$ cat config.mk
export PLATFORM = sky130hd
export DESIGN_NAME = uart_rx_8n1
export DESIGN_NICKNAME = d
export VERILOG_FILES = /design/src/rtl/uart_rx_8n1_pkg.sv /design/src/rtl/uart_rx_8n1_sync.sv /design/src/rtl/uart_rx_8n1.sv
export SDC_FILE = /design/constraint.sdc
export NUM_CORES = 1
export LEC_CHECK = 0
export ABC_AREA = 0
export ABC_CLOCK_PERIOD_IN_PS = 2620
export BUFFER_PORTS_ARGS = -buffer_cell sky130_fd_sc_hd__buf_2
export CAP_MARGIN = 15
export CELL_PAD_IN_SITES_DETAIL_PLACEMENT = 1
export CELL_PAD_IN_SITES_GLOBAL_PLACEMENT = 1
export CORE_MARGIN = 3
export CORE_UTILIZATION = 45
export CTS_CLUSTER_SIZE = 28
export DETAILED_ROUTE_END_ITERATION = 12
export PLACE_DENSITY_LB_ADDON = 0.1
export SETUP_SLACK_MARGIN = 0.2
export SYNTH_ARGS = -nofsm -noshare
export SYNTH_HDL_FRONTEND = slang
export SYNTH_SLANG_ARGS = --single-unit
$ cat constraint.sdc
create_clock -name clk -period 2.62 [get_ports clk]
set_input_delay 0.131 -clock clk [delete_from_list [all_inputs] [get_ports clk]]
set_output_delay 0.131 -clock clk [all_outputs]
set_load 0.05 [all_outputs]
$ cat src/rtl/uart_rx_8n1_pkg.sv
// uart_rx_8n1_pkg: shared UART definitions for the 8N1 receive path.
// Latency: n/a (constants and elaboration-time helpers only).
// Backpressure: n/a.
//
// Contents:
//   - line-state encodings, common with the transmitter on the same link
//   - default board clock and line rate
//   - helpers that derive clocks-per-bit and half-bit counts from them
package uart_rx_8n1_pkg;

  // Board defaults: 50 MHz system clock, 115200 baud.
  localparam int DEF_CLK_FREQ = 50_000_000;
  localparam int DEF_BAUD     = 115_200;

  // Line states. These encodings are shared with the transmitter, so keep
  // them stable even if a state becomes unused on one side.
  localparam logic [2:0] ST_IDLE  = 3'd0;
  localparam logic [2:0] ST_START = 3'd1;
  localparam logic [2:0] ST_DATA  = 3'd2;
  localparam logic [2:0] ST_STOP  = 3'd3;
  localparam logic [2:0] ST_BREAK = 3'd4;

  // Whole-bit period in system clocks (integer division, as on the board).
  function automatic int clks_per_bit(input int clk_freq, input int baud);
    return clk_freq / baud;
  endfunction

  // Half-bit period: distance from the start edge to the start-bit centre.
  function automatic int half_bit(input int clk_freq, input int baud);
    return clks_per_bit(clk_freq, baud) / 2;
  endfunction

endpackage

$ cat src/rtl/uart_rx_8n1_sync.sv
// uart_rx_8n1_sync: brings the asynchronous rx pin into the clk domain.
// Latency: 2 clocks pin-to-rx_s; fall is asserted in the first cycle rx_s is low.
// Backpressure: none; free-running.
//
// Ports:
//   clk    in  system clock
//   reset  in  synchronous, active-low
//   rx     in  raw serial pin, idle high
//   rx_s   out synchronised line level
//   fall   out high for one clock when rx_s has just gone 1 -> 0
module uart_rx_8n1_sync (
  input  logic clk,
  input  logic reset,
  input  logic rx,
  output logic rx_s,
  output logic fall
);

  logic rx_meta;
  logic rx_prev;

  // All three flops reset to the idle-line level so that leaving reset
  // never manufactures a false falling edge.
  always_ff @(posedge clk) begin
    if (!reset) begin
      rx_meta <= 1'b1;
      rx_s    <= 1'b1;
      rx_prev <= 1'b1;
    end else begin
      rx_meta <= rx;
      rx_s    <= rx_meta;
      rx_prev <= rx_s;
    end
  end

  assign fall = rx_prev & ~rx_s;

endmodule

$ cat src/rtl/uart_rx_8n1.sv
// uart_rx_8n1: 8N1 UART receiver with a one-deep holding register.
// Latency: ~3 + HALF_BIT + 9*CLKS_PER_BIT + 1 clocks, pin falling edge to rx_valid.
// Backpressure: none on the line; an unread byte blocks delivery and the new byte is dropped with overrun set.
//
// Ports:
//   clk        in   system clock
//   reset      in   synchronous, active-low
//   rx_enable  in   permits new frames to start (looked at only while idle)
//   rx         in   asynchronous serial input, idle high
//   rx_ack     in   consumer pulse: clears rx_valid and overrun
//   rx_data    out  last accepted byte, stable while rx_valid is high
//   rx_valid   out  unread byte present in rx_data
//   busy       out  receiver is not idle
//   frame_err  out  one-clock pulse: stop bit sampled low
//   overrun    out  sticky: a good byte arrived while rx_valid was high
module uart_rx_8n1
  import uart_rx_8n1_pkg::*;
#(
  parameter int CLK_FREQ = DEF_CLK_FREQ,
  parameter int BAUD     = DEF_BAUD
) (
  input  logic       clk,
  input  logic       reset,
  input  logic       rx_enable,
  input  logic       rx,
  input  logic       rx_ack,
  output logic [7:0] rx_data,
  output logic       rx_valid,
  output logic       busy,
  output logic       frame_err,
  output logic       overrun
);

  localparam int          CPB       = clks_per_bit(CLK_FREQ, BAUD);
  localparam int          HALF      = half_bit(CLK_FREQ, BAUD);
  localparam logic [15:0] BIT_LAST  = 16'(CPB - 1);
  localparam logic [15:0] HALF_LAST = 16'(HALF - 1);

  logic        rx_s;
  logic        fall;
  logic [2:0]  state;
  logic [15:0] baud_cnt;
  logic [2:0]  bit_idx;
  logic [7:0]  shift;
  logic        deliver;   // one-cycle strobe: shift holds a good byte

  uart_rx_8n1_sync u_sync (
    .clk   (clk),
    .reset (reset),
    .rx    (rx),
    .rx_s  (rx_s),
    .fall  (fall)
  );

  assign busy = (state != ST_IDLE);

  // Line FSM. Timing is anchored on the synchronised falling edge: the
  // start bit is re-checked at its centre, after which every later sample
  // lands one full bit period further on, i.e. near each bit's centre.
  always_ff @(posedge clk) begin
    if (!reset) begin
      state     <= ST_IDLE;
      baud_cnt  <= 16'd0;
      bit_idx   <= 3'd0;
      shift     <= 8'd0;
      deliver   <= 1'b0;
      frame_err <= 1'b0;
    end else begin
      deliver   <= 1'b0;
      frame_err <= 1'b0;
      case (state)
        ST_IDLE: begin
          if (rx_enable && fall) begin
            state    <= ST_START;
            baud_cnt <= 16'd0;
          end
        end

        ST_START: begin
          if (baud_cnt == HALF_LAST) begin
            baud_cnt <= 16'd0;
            bit_idx  <= 3'd0;
            // A line already back high at mid-start was a glitch: drop it
            // silently rather than framing garbage.
            state    <= rx_s ? ST_IDLE : ST_DATA;
          end else begin
            baud_cnt <= baud_cnt + 16'd1;
          end
        end

        ST_DATA: begin
          if (baud_cnt == BIT_LAST) begin
            baud_cnt <= 16'd0;
            shift    <= {rx_s, shift[7:1]};   // LSB arrives first
            if (bit_idx == 3'd7) begin
              state <= ST_STOP;
            end else begin
              bit_idx <= bit_idx + 3'd1;
            end
          end else begin
            baud_cnt <= baud_cnt + 16'd1;
          end
        end

        ST_STOP: begin
          if (baud_cnt == BIT_LAST) begin
            baud_cnt <= 16'd0;
            if (rx_s) begin
              // Returning to idle at mid-stop leaves half a bit of margin
              // for the next start edge on back-to-back traffic.
              deliver <= 1'b1;
              state   <= ST_IDLE;
            end else begin
              frame_err <= 1'b1;
              state     <= ST_BREAK;
            end
          end else begin
            baud_cnt <= baud_cnt + 16'd1;
          end
        end

        ST_BREAK: begin
          // Wait for the line to recover so a held-low line (break) does
          // not immediately look like a new start bit.
          if (rx_s) begin
            state <= ST_IDLE;
          end
        end

        default: begin
          state <= ST_IDLE;
        end
      endcase
    end
  end

  // Holding register. An ack arriving in the same cycle as a delivery
  // frees the slot, so the new byte is accepted rather than dropped.
  always_ff @(posedge clk) begin
    if (!reset) begin
      rx_data  <= 8'd0;
      rx_valid <= 1'b0;
      overrun  <= 1'b0;
    end else if (deliver) begin
      if (!rx_valid || rx_ack) begin
        rx_data  <= shift;
        rx_valid <= 1'b1;
        if (rx_ack) begin
          overrun <= 1'b0;
        end
      end else begin
        overrun <= 1'b1;
      end
    end else if (rx_ack) begin
      rx_valid <= 1'b0;
      overrun  <= 1'b0;
    end
  end

endmodule

==> results.toml <==
[yosys]
ys_seq_area_share_pct = 44.3
yosysUniqueCellTypes = 44
ys_ff_latch = 45
yosysWarningCount = 0
syn_area_mm2 = 0.00203
synth_nets = 228
synth_edf_count = 0
synth_area_per_cell_um2 = 9.33
syn-instance-count = 218
synth_ff_type = "dfxtp_1"
synthArstFlopShare_pct = 0

[timing]
setup_violations = 0
max-slew-margin-rel_pct = 56.5
fin_ws_ns = 0.347
fmax_mhz = 440
tns_ns = 0
slew_viol_final = 0
period_share_pct = 86.7
hold_violations = 0
hold_ws_ns = 0.0120
skew_ns = 0.00873
period_minus_slack_ns = 2.27
grt_setup_unrepaired = "no"
worst-slew-pin-transition_ns = 0.653

[clock_tree]
cts_sinks = 45
clockBufferDepth = 2
post_cts_buffers = 0
cts_buffers = 5
h-tree-depth = 2
clk_pin_slew_worst_paths_ns = 0.09
clk_latency_ns = 0.31
cts-root-buf = "clkbuf_8"
cts_tree = "done"

[place]
portBuffers = 16
place_congestion = 0.891
pre_cts_ws_ns = 0.407
hpwl_mm = 3.56
dp.cells = 280

[grt]
grt_max_degree = 27
grt_pass1_vias = 1690
grt_antenna_before_repair = 0
grt_pass1_wl_mm = 8.29
overflow = 0
grt_usage_pct = 20.0

[power]
p_leak_nw = 0.988
p_int_mw = 1.11
combPwrFrac_pct = 7.0
ir_drop_mv = 0.278
p_per_area_mw_per_mm2 = 622
sw_frac_of_total_pct = 23.1
clkPwrFrac_pct = 44.2
pwr-share-seq_pct = 48.9
p_switching_uw = 333

[drt]
drcViolationCount = 0
ant_nets = 0
wire_per_inst_um = 16.9
viasPerCell = 5.73
wirelength_mm = 4.88
first_pass_iters = 4
vias = 1655
initialDrtViolationCount = 51

[hold_path]
hp-class = "in -> reg"
hp-start = "rx_ack"

[setup_path]
crit_start = "baud_cnt[9]"
cp_data_arrival_time_ns = 2.46
rr_startpoint = "baud_cnt[9]"
crit_path_start_kind = "flip-flop"
rrSetupSlack_ns = 0.35
crit_path_end_kind = "flip-flop"
crit_type = "reg -> reg"
critical_path_required_ns = 2.81
cp_max_fo = 8

[floorplan]
num_io_pins = 17
placementRows = 23
initial_core_util_pct = 48.8
fp.dieH_um = 73.2
die_w_um = 73.2
die_area_mm2 = 0.00536
coreArea_mm2 = 0.00417

[final_layout]
fin_cells = 289
antenna_cells = 0
layout-drive-gt1-share_pct = 15.9
fin_nets = 248
syn2layout_area_growth_pct = 14.1

[run]
cap_violations = 0

[run_status]
status = "complete, no violations"
## cells by family after synthesis
group	Yosys count	share of synthesized area [%]
AO/OA/AOI/OAI	36	13.2
XOR/XNOR	7	3.01
adder cells (fa/ha/maj)	5	3.08
buffers and inverters	13	2.40
flip-flops	45	44.3
multiplexers	17	8.36
AND/OR/NAND/NOR	95	25.7
## flip-flops by register name, summed over array words and instances, names as in the netlist
register,flops
baud_cnt,16
rx_data,8
shift,8
bit_idx,3
state,3
deliver,1
frame_err,1
overrun,1
rx_valid,1
u_sync.rx_meta,1
u_sync.rx_prev,1
u_sync.rx_s,1
## worst max-delay path, cell delays in order (launching register included)
cell	delay, ns
dfxtp_1	0.39
or4_4	0.61
nor4_4	0.48
o32ai_2	0.26
o21ai_2	0.34
nor2_1	0.09
## path summary, 6_finish.rpt
path | cells past startpoint | endpoint
worst min-delay path | 2 | overrun
worst max register to register | 5 | baud_cnt[11]
worst min register to register | 1 | u_sync.rx_s
worst max-delay path | 5 | baud_cnt[11]
## routing by layer
| metal | share of wire [%] | up-vias | track usage (%) |
|---|---|---|---|
| met4 | 1.1 | 0 | 5.33 |
| met2 | 47 | 28 | 31.7 |
| li1 | - | 819 | - |
| met5 | 0 | - | 0 |
| met3 | 3.7 | 5 | 4.96 |
| met1 | 48 | 803 | 27.1 |
## through the flow
step                      area (um^2)  power (mW)  util (%)
after floorplan                  2030       0.793         -
after global placement           2170       0.815      52.1
after detailed placement         2170       0.820      52.1
after CTS                        2320        1.45      55.6
after global routing             2320        1.50      55.6
final                            2320        1.44      55.6
## cell usage after synthesis, drive strengths merged (6+ instances only)
library cell / count / area, um^2
mux2i: 17 / 170
nand2: 10 / 40.0
nand4: 6 / 37.5
nand3: 8 / 40.0
xor2: 6 / 52.6
a21oi: 9 / 45.0
nor2: 39 / 146
nand2b: 7 / 43.8
clkbuf: 6 / 22.5
dfxtp: 45 / 901
## power groups by stage
stage | clock network, mW | logic (mW) | registers, mW
floorplan | 0 | 0.0788 | 0.714
global placement | 0 | 0.0953 | 0.720
detailed placement | 0 | 0.0985 | 0.721
CTS | 0.644 | 0.101 | 0.705
global route | 0.682 | 0.112 | 0.708
finish | 0.637 | 0.100 | 0.705
## layout by cell type (no fill, tap or decap), types with 2 or more instances in the layout
master	n
a211oi_1	2
a21o_1	2
a21oi_1	9
a22o_1	5
a22oi_1	3
a31oi_1	2
a32o_1	2
and4_1	2
buf_2	16
buf_4	3
bufinv_16	2
clkbuf_8	5
dfxtp_1	45
ha_1	5
inv_1	5
mux2i_1	17
nand2_1	9
nand2b_1	7
nand3_1	8
nand3b_1	2
nand4_1	6
nor2_1	39
nor2b_1	3
nor3_1	2
nor3b_1	2
nor4_1	3
nor4_4	2
o21ai_0	3
o32ai_2	2
or3b_2	2
or4_4	2
xor2_1	6
## cell type report
class                      count  area, um^2
clock inverter                 3        68.8
clock buffer                   5        68.8
fill                         487        1850
tap                           50        62.6
multi-input combinational    160        1080
inverter                       6        22.5
sequential                    45         901
timing repair buffer          20         113
## timing repair
item,in CTS,in global routing
gates resized for setup,0,0
hold buffers,1,0
setup endpoints to repair,0,0
hold endpoints to repair,1,0
Note: power is estimated with default switching activity, not from simulation.
